[src/rtl/pe_row_mac.sv]
// Row-stationary PE: holds one filter row, slides a stride-1 window over an ifmap row
// and adds each dot product to the neighbour psum. Define PE_PSUM_SAT_EN to saturate psum_o.
module pe_row_mac #(
    parameter int DATA_W     = 8,
    parameter int PSUM_W     = 10,
    parameter int MAX_FILT_W = 3,
    parameter int MAX_OUT    = 16,
    parameter int LEN_W      = $clog2(MAX_FILT_W + 1),
    parameter int OUT_W      = $clog2(MAX_OUT + 1)
) (
    input  logic              clk,
    input  logic              rst,
    input  logic              cfg_start_i,
    input  logic [LEN_W-1:0]  cfg_len_i,
    input  logic [OUT_W-1:0]  cfg_num_out_i,
    input  logic [DATA_W-1:0] filter_i,
    input  logic              filter_valid_i,
    output logic              filter_ready_o,
    input  logic [DATA_W-1:0] ifmap_i,
    input  logic              ifmap_valid_i,
    output logic              ifmap_ready_o,
    input  logic [PSUM_W-1:0] psum_i,
    input  logic              psum_valid_i,
    output logic              psum_ready_o,
    output logic [PSUM_W-1:0] psum_o,
    output logic              psum_valid_o,
    input  logic              psum_ready_i,
    output logic              busy_o,
    output logic              done_o,
    output logic              cfg_err_o
);

    localparam int ACC_W = 2 * DATA_W + $clog2(MAX_FILT_W);

    typedef enum logic [2:0] {
        IDLE,
        LOAD_F,
        FILL,
        MAC,
        PSUM,
        OUT,
        SHIFT
    } state_t;

    state_t state, next_state;

    logic [LEN_W-1:0]         len_q;
    logic [LEN_W-1:0]         cnt;
    logic [OUT_W-1:0]         num_out_q;
    logic [OUT_W-1:0]         outputs_done;
    logic [OUT_W-1:0]         done_next;
    logic signed [DATA_W-1:0] f [MAX_FILT_W];
    logic signed [DATA_W-1:0] x [MAX_FILT_W];
    logic signed [ACC_W-1:0]  acc;
    logic signed [2*DATA_W-1:0] prod;
    logic [PSUM_W-1:0]        fit_val;
    logic                     cfg_ok;
    logic                     cnt_last;
    logic                     row_last;
    logic                     window_shift;

    // Widen by one bit so the upper-bound compares stay meaningful when the port width is exact.
    assign cfg_ok = (cfg_len_i != '0)
                 && ({1'b0, cfg_len_i} <= (LEN_W + 1)'(MAX_FILT_W))
                 && (cfg_num_out_i != '0)
                 && ({1'b0, cfg_num_out_i} <= (OUT_W + 1)'(MAX_OUT));

    assign cnt_last     = (cnt == len_q - LEN_W'(1));
    assign done_next    = outputs_done + OUT_W'(1);
    assign row_last     = (done_next == num_out_q);
    assign prod         = f[cnt] * x[cnt];
    assign window_shift = ((state == FILL) || (state == SHIFT)) && ifmap_valid_i;

    assign filter_ready_o = (state == LOAD_F);
    assign ifmap_ready_o  = (state == FILL) || (state == SHIFT);
    assign psum_ready_o   = (state == PSUM);
    assign busy_o         = (state != IDLE);

`ifdef PE_PSUM_SAT_EN
    localparam int SUM_W = ((ACC_W > PSUM_W) ? ACC_W : PSUM_W) + 1;
    localparam logic signed [SUM_W-1:0] SAT_MAX = SUM_W'((2 ** (PSUM_W - 1)) - 1);
    localparam logic signed [SUM_W-1:0] SAT_MIN = ~SAT_MAX;

    logic signed [SUM_W-1:0] sum;

    assign sum = SUM_W'(acc) + SUM_W'($signed(psum_i));

    always_comb begin
        fit_val = sum[PSUM_W-1:0];
        if (sum > SAT_MAX) begin
            fit_val = SAT_MAX[PSUM_W-1:0];
        end else if (sum < SAT_MIN) begin
            fit_val = SAT_MIN[PSUM_W-1:0];
        end
    end
`else
    always_comb begin
        fit_val = PSUM_W'(acc) + psum_i;
    end
`endif

    always_ff @(posedge clk) begin
        if (rst) begin
            state <= IDLE;
        end else begin
            state <= next_state;
        end
    end

    always_comb begin
        next_state = state;
        case (state)
            IDLE:   if (cfg_start_i && cfg_ok) next_state = LOAD_F;
            LOAD_F: if (filter_valid_i && cnt_last) next_state = FILL;
            FILL:   if (ifmap_valid_i && cnt_last) next_state = MAC;
            MAC:    if (cnt_last) next_state = PSUM;
            PSUM:   if (psum_valid_i) next_state = OUT;
            OUT:    if (psum_ready_i) next_state = row_last ? IDLE : SHIFT;
            SHIFT:  if (ifmap_valid_i) next_state = MAC;
            default: next_state = IDLE;
        endcase
    end

    // Counters, accumulator and the registered output side; the single cnt is reused by LOAD_F, FILL and MAC.
    always_ff @(posedge clk) begin
        if (rst) begin
            len_q        <= '0;
            num_out_q    <= '0;
            cnt          <= '0;
            outputs_done <= '0;
            acc          <= '0;
            psum_o       <= '0;
            psum_valid_o <= 1'b0;
            done_o       <= 1'b0;
            cfg_err_o    <= 1'b0;
        end else begin
            done_o    <= 1'b0;
            cfg_err_o <= 1'b0;
            case (state)
                IDLE: begin
                    if (cfg_start_i) begin
                        if (cfg_ok) begin
                            len_q        <= cfg_len_i;
                            num_out_q    <= cfg_num_out_i;
                            cnt          <= '0;
                            outputs_done <= '0;
                        end else begin
                            cfg_err_o <= 1'b1;
                        end
                    end
                end
                LOAD_F: begin
                    if (filter_valid_i) begin
                        cnt <= cnt_last ? '0 : cnt + LEN_W'(1);
                    end
                end
                FILL: begin
                    if (ifmap_valid_i) begin
                        cnt <= cnt_last ? '0 : cnt + LEN_W'(1);
                        if (cnt_last) begin
                            acc <= '0;
                        end
                    end
                end
                MAC: begin
                    acc <= acc + ACC_W'(prod);
                    cnt <= cnt_last ? '0 : cnt + LEN_W'(1);
                end
                PSUM: begin
                    if (psum_valid_i) begin
                        psum_o       <= fit_val;
                        psum_valid_o <= 1'b1;
                    end
                end
                OUT: begin
                    if (psum_ready_i) begin
                        psum_valid_o <= 1'b0;
                        outputs_done <= done_next;
                        if (row_last) begin
                            done_o <= 1'b1;
                        end
                    end
                end
                SHIFT: begin
                    if (ifmap_valid_i) begin
                        acc <= '0;
                    end
                end
                default: ;
            endcase
        end
    end

    // Scratchpad and window hold no reset: their contents are always rewritten before use.
    always_ff @(posedge clk) begin
        if ((state == LOAD_F) && filter_valid_i) begin
            f[cnt] <= $signed(filter_i);
        end
        if (window_shift) begin
            for (int i = 0; i < MAX_FILT_W - 1; i++) begin
                if (i < int'(len_q) - 1) begin
                    x[i] <= x[i + 1];
                end
            end
            x[len_q - LEN_W'(1)] <= $signed(ifmap_i);
        end
    end

endmodule

[config.mk]
export PLATFORM = sky130hd
export DESIGN_NAME = pe_row_mac
export DESIGN_NICKNAME = d
export VERILOG_FILES = /design/src/rtl/pe_row_mac.sv
export SDC_FILE = /design/constraint.sdc
export NUM_CORES = 1
export LEC_CHECK = 0
export BUFFER_PORTS_ARGS = -buffer_cell sky130_fd_sc_hd__buf_2
export CAP_MARGIN = 40
export CORE_MARGIN = 1.5
export CORE_UTILIZATION = 25
export DETAILED_ROUTE_END_ITERATION = 6
export HOLD_SLACK_MARGIN = 0.1
export PLACE_DENSITY = 0.44
export SYNTH_ARGS = -nofsm -noshare
export SYNTH_HDL_FRONTEND = slang
export SYNTH_SLANG_ARGS = --single-unit
[constraint.sdc]
create_clock -name clk -period 8.3 [get_ports clk]
set_input_delay 0.415 -clock clk [delete_from_list [all_inputs] [get_ports clk]]
set_output_delay 0.415 -clock clk [all_outputs]
set_load 0.02 [all_outputs]
==> metrics.txt <==
status finished, final reports clean; crit path DAT between 5 and 6 ns; initial antenna violation count 0; GRT overflow 0; WL final around 14000 µm; yosys synthesis warning count 0; RSZ-0062 raised after global routing false; synthesized instance count around 560; post-route clock skew between 0.009 and 0.01 ns; Core ar. roughly 24000 µm²; Die X-Extent 159.8 µm; Root Buffer clkbuf_16; slew at the pin closest to its max-slew limit roughly 0.88 ns; total negative slack 0 ns; die height 159.8 µm; row count 57; maximum buffer depth of the clock tree 2; Max-cap violations 0; DR iter-0 viols 220; antenna-violating nets left 0; Post-Layout Cell Count 944; Synth area leader edfxtp_1; Max Slew Vio Count 0; CTS tree yes; syn nets 677; Fill cells around 2500; Worst Setup End Kind flip-flop; Initial Utilization 0.2535; Setup CP Type reg -> reg; Unique masters post-synth 53; Hold Vio Cnt, Final 0; ys async rst share 0; hpwl dp roughly 11000 µm; highest fanout seen on the critical path 15; CTS Buf Count 9; headroom to the max-slew limit 0.4046; First-pass DRT Iterations 4; drt wl/cell between 10 and 15 µm; area delta synth->final 16.04%; drt drc 0; area of the die 25540 µm²; Inserted Diodes 0; # hold bufs at CTS 0; synthesized area per cell roughly 11 µm²; H-tree depth 3; min-delay worst type in -> reg; # resized after CTS 0; PwrDens 243.8 nW/µm²; maximum clock frequency approximately 180 MHz; setup bufs post-CTS 0; clock sinks 98; Worst-path clk slew 0.07 ns; post-synth top area share 0.2736; number of synthesized flops with an enable pin between 50 and 60; Worst IR Drop VDD approximately 0.16 mV; dpl cells 928; Yosys reg bits 98; Final Critical Period ~5.6 ns; Static Leak roughly 2.9 nW; top cells by count, synth edfxtp_1 (56), inv_1 (56), nand2_1 (53); register area roughly 2500 µm²; # setup viols final 0; fin crit share 0.6759; Multi-input gate area roughly 3300 µm²; pin count of the biggest net entering global routing 42; IO Count between 50 and 60; Via Count roughly 4100; Port-buffer cells 56; top cells by area, synth edfxtp_1 (27%), dfxtp_1 (14%), fa_1 (11%); Top FF cell, synth edfxtp_1; Worst Setup Start Kind flip-flop; fin nets 731; layout cells sized above 1 0.1661; Synth Cell Area 6147 µm²; vias in the first global route roughly 4200; all-layer global routing usage 0.1115; Clock Latency Late Sink 0.35 ns; Worst Path Required between 8 and 9 ns; register area share after synthesis 0.4103; first-pass GRT wire length 22160 µm; vias per inst 4.291; final RePlAce weighted congestion approximately 0.78
==> layout make-up <==
cell class	instances	share of cell area
clock buffer	11	0.03403
inverter	56	0.02947
multi-input combinational	391	0.4661
tap	324	0.05683
sequential	98	0.3536
timing repair buffer	59	0.04806
clock inverter	5	0.01193
==> critical path, stage by stage (launching register included) <==
cell      delay [ns]
dfxtp_1         0.46
buf_16          0.20
mux2i_1         0.10
o21ai_0         0.70
nand2_1         0.16
fa_1            0.51
fa_1            0.55
inv_1           0.06
fa_1            0.50
fa_1            0.57
fa_1            0.42
ha_1            0.34
inv_1           0.06
o21bai_1        0.06
a21oi_1         0.14
xnor3_1         0.41
xnor2_1         0.16
o21ai_1         0.08
==> sequential cells by signal, indices dropped and copies added (netlist names), 2 cells and up, named ones only <==
register and flops:
acc 10, cnt 2, f 24, len_q 2, num_out_q 5, outputs_done 5, psum_o 10, state 3
x 32
==> report_power, final <==
group	leakage [nW]	internal (W)	switching (W)
combinational	1.88	0.000358	0.000375
clock	0.157	0.000275	0.000191
sequential	0.843	0.000525	0.0000141
==> cells by family (layout without fill, tap and decap cells) <==
family	after synthesis	after routing	synth area share
mux	43	43	0.08773
compound gates	80	80	0.08447
flops	98	98	0.4103
buf+inv	72	131	0.04885
fa+ha+maj	76	76	0.1962
simple gates	160	160	0.1246
xor+xnor	32	32	0.04783
==> worst paths after layout <==
check	start	end	slack [ns]	cells past startpoint
setup / recovery	flip-flop	acc[9]	2.69	17
hold / removal	filter_i[3]	f[0][3]	0.27	1
setup reg to reg	flip-flop	acc[9]	2.69	17
hold reg to reg	psum_o[6]	psum_o[6]	0.45	2
==> routing by layer <==
layer	up-vias	wire length (µm)	track usage
met3	11	367	0.02390
met4	0	162	0.04036
li1	2035	-	-
met2	43	6958	0.1906
met5	-	0	0
met1	1962	6202	0.1386
==> cell usage in the layout, fill, tap and decap left out, types with 4 or more instances in the layout <==
master,synthesis,layout
nand3_1,6,6
buf_2,3,56
and3_1,7,7
ha_1,42,42
edfxtp_1,56,56
a21oi_1,27,27
mux2i_1,19,19
dfxtp_1,42,42
nor2b_1,17,17
mux2_2,17,17
a21o_1,5,5
a22oi_1,9,9
clkbuf_16,0,9
inv_1,56,56
xnor2_1,25,25
or3_1,4,4
nand2_1,53,53
nor3_1,6,6
nor2_1,39,39
and2_1,13,13
mux4_2,7,7
xor2_1,6,6
nand2b_1,6,6
o211ai_1,4,4
o21ai_0,11,11
fa_1,34,34
==> per-stage QoR <==
step                      hold WS (ns)    util  total power [W]  setup slack (ns)  cell area (µm²)
final                           0.2676  0.2942         0.001739             2.690             7133
after global routing            0.2574  0.2942         0.001877             2.370             7133
after CTS                       0.2508  0.2942         0.001772             2.633             7133
after detailed placement        0.4452  0.2807         0.001302             2.644             6805
after global placement          0.4415  0.2784         0.001297             2.325             6750
after floorplan                 0.4705       -         0.001153             2.996             6147
Power figures use the tool's default switching activity.
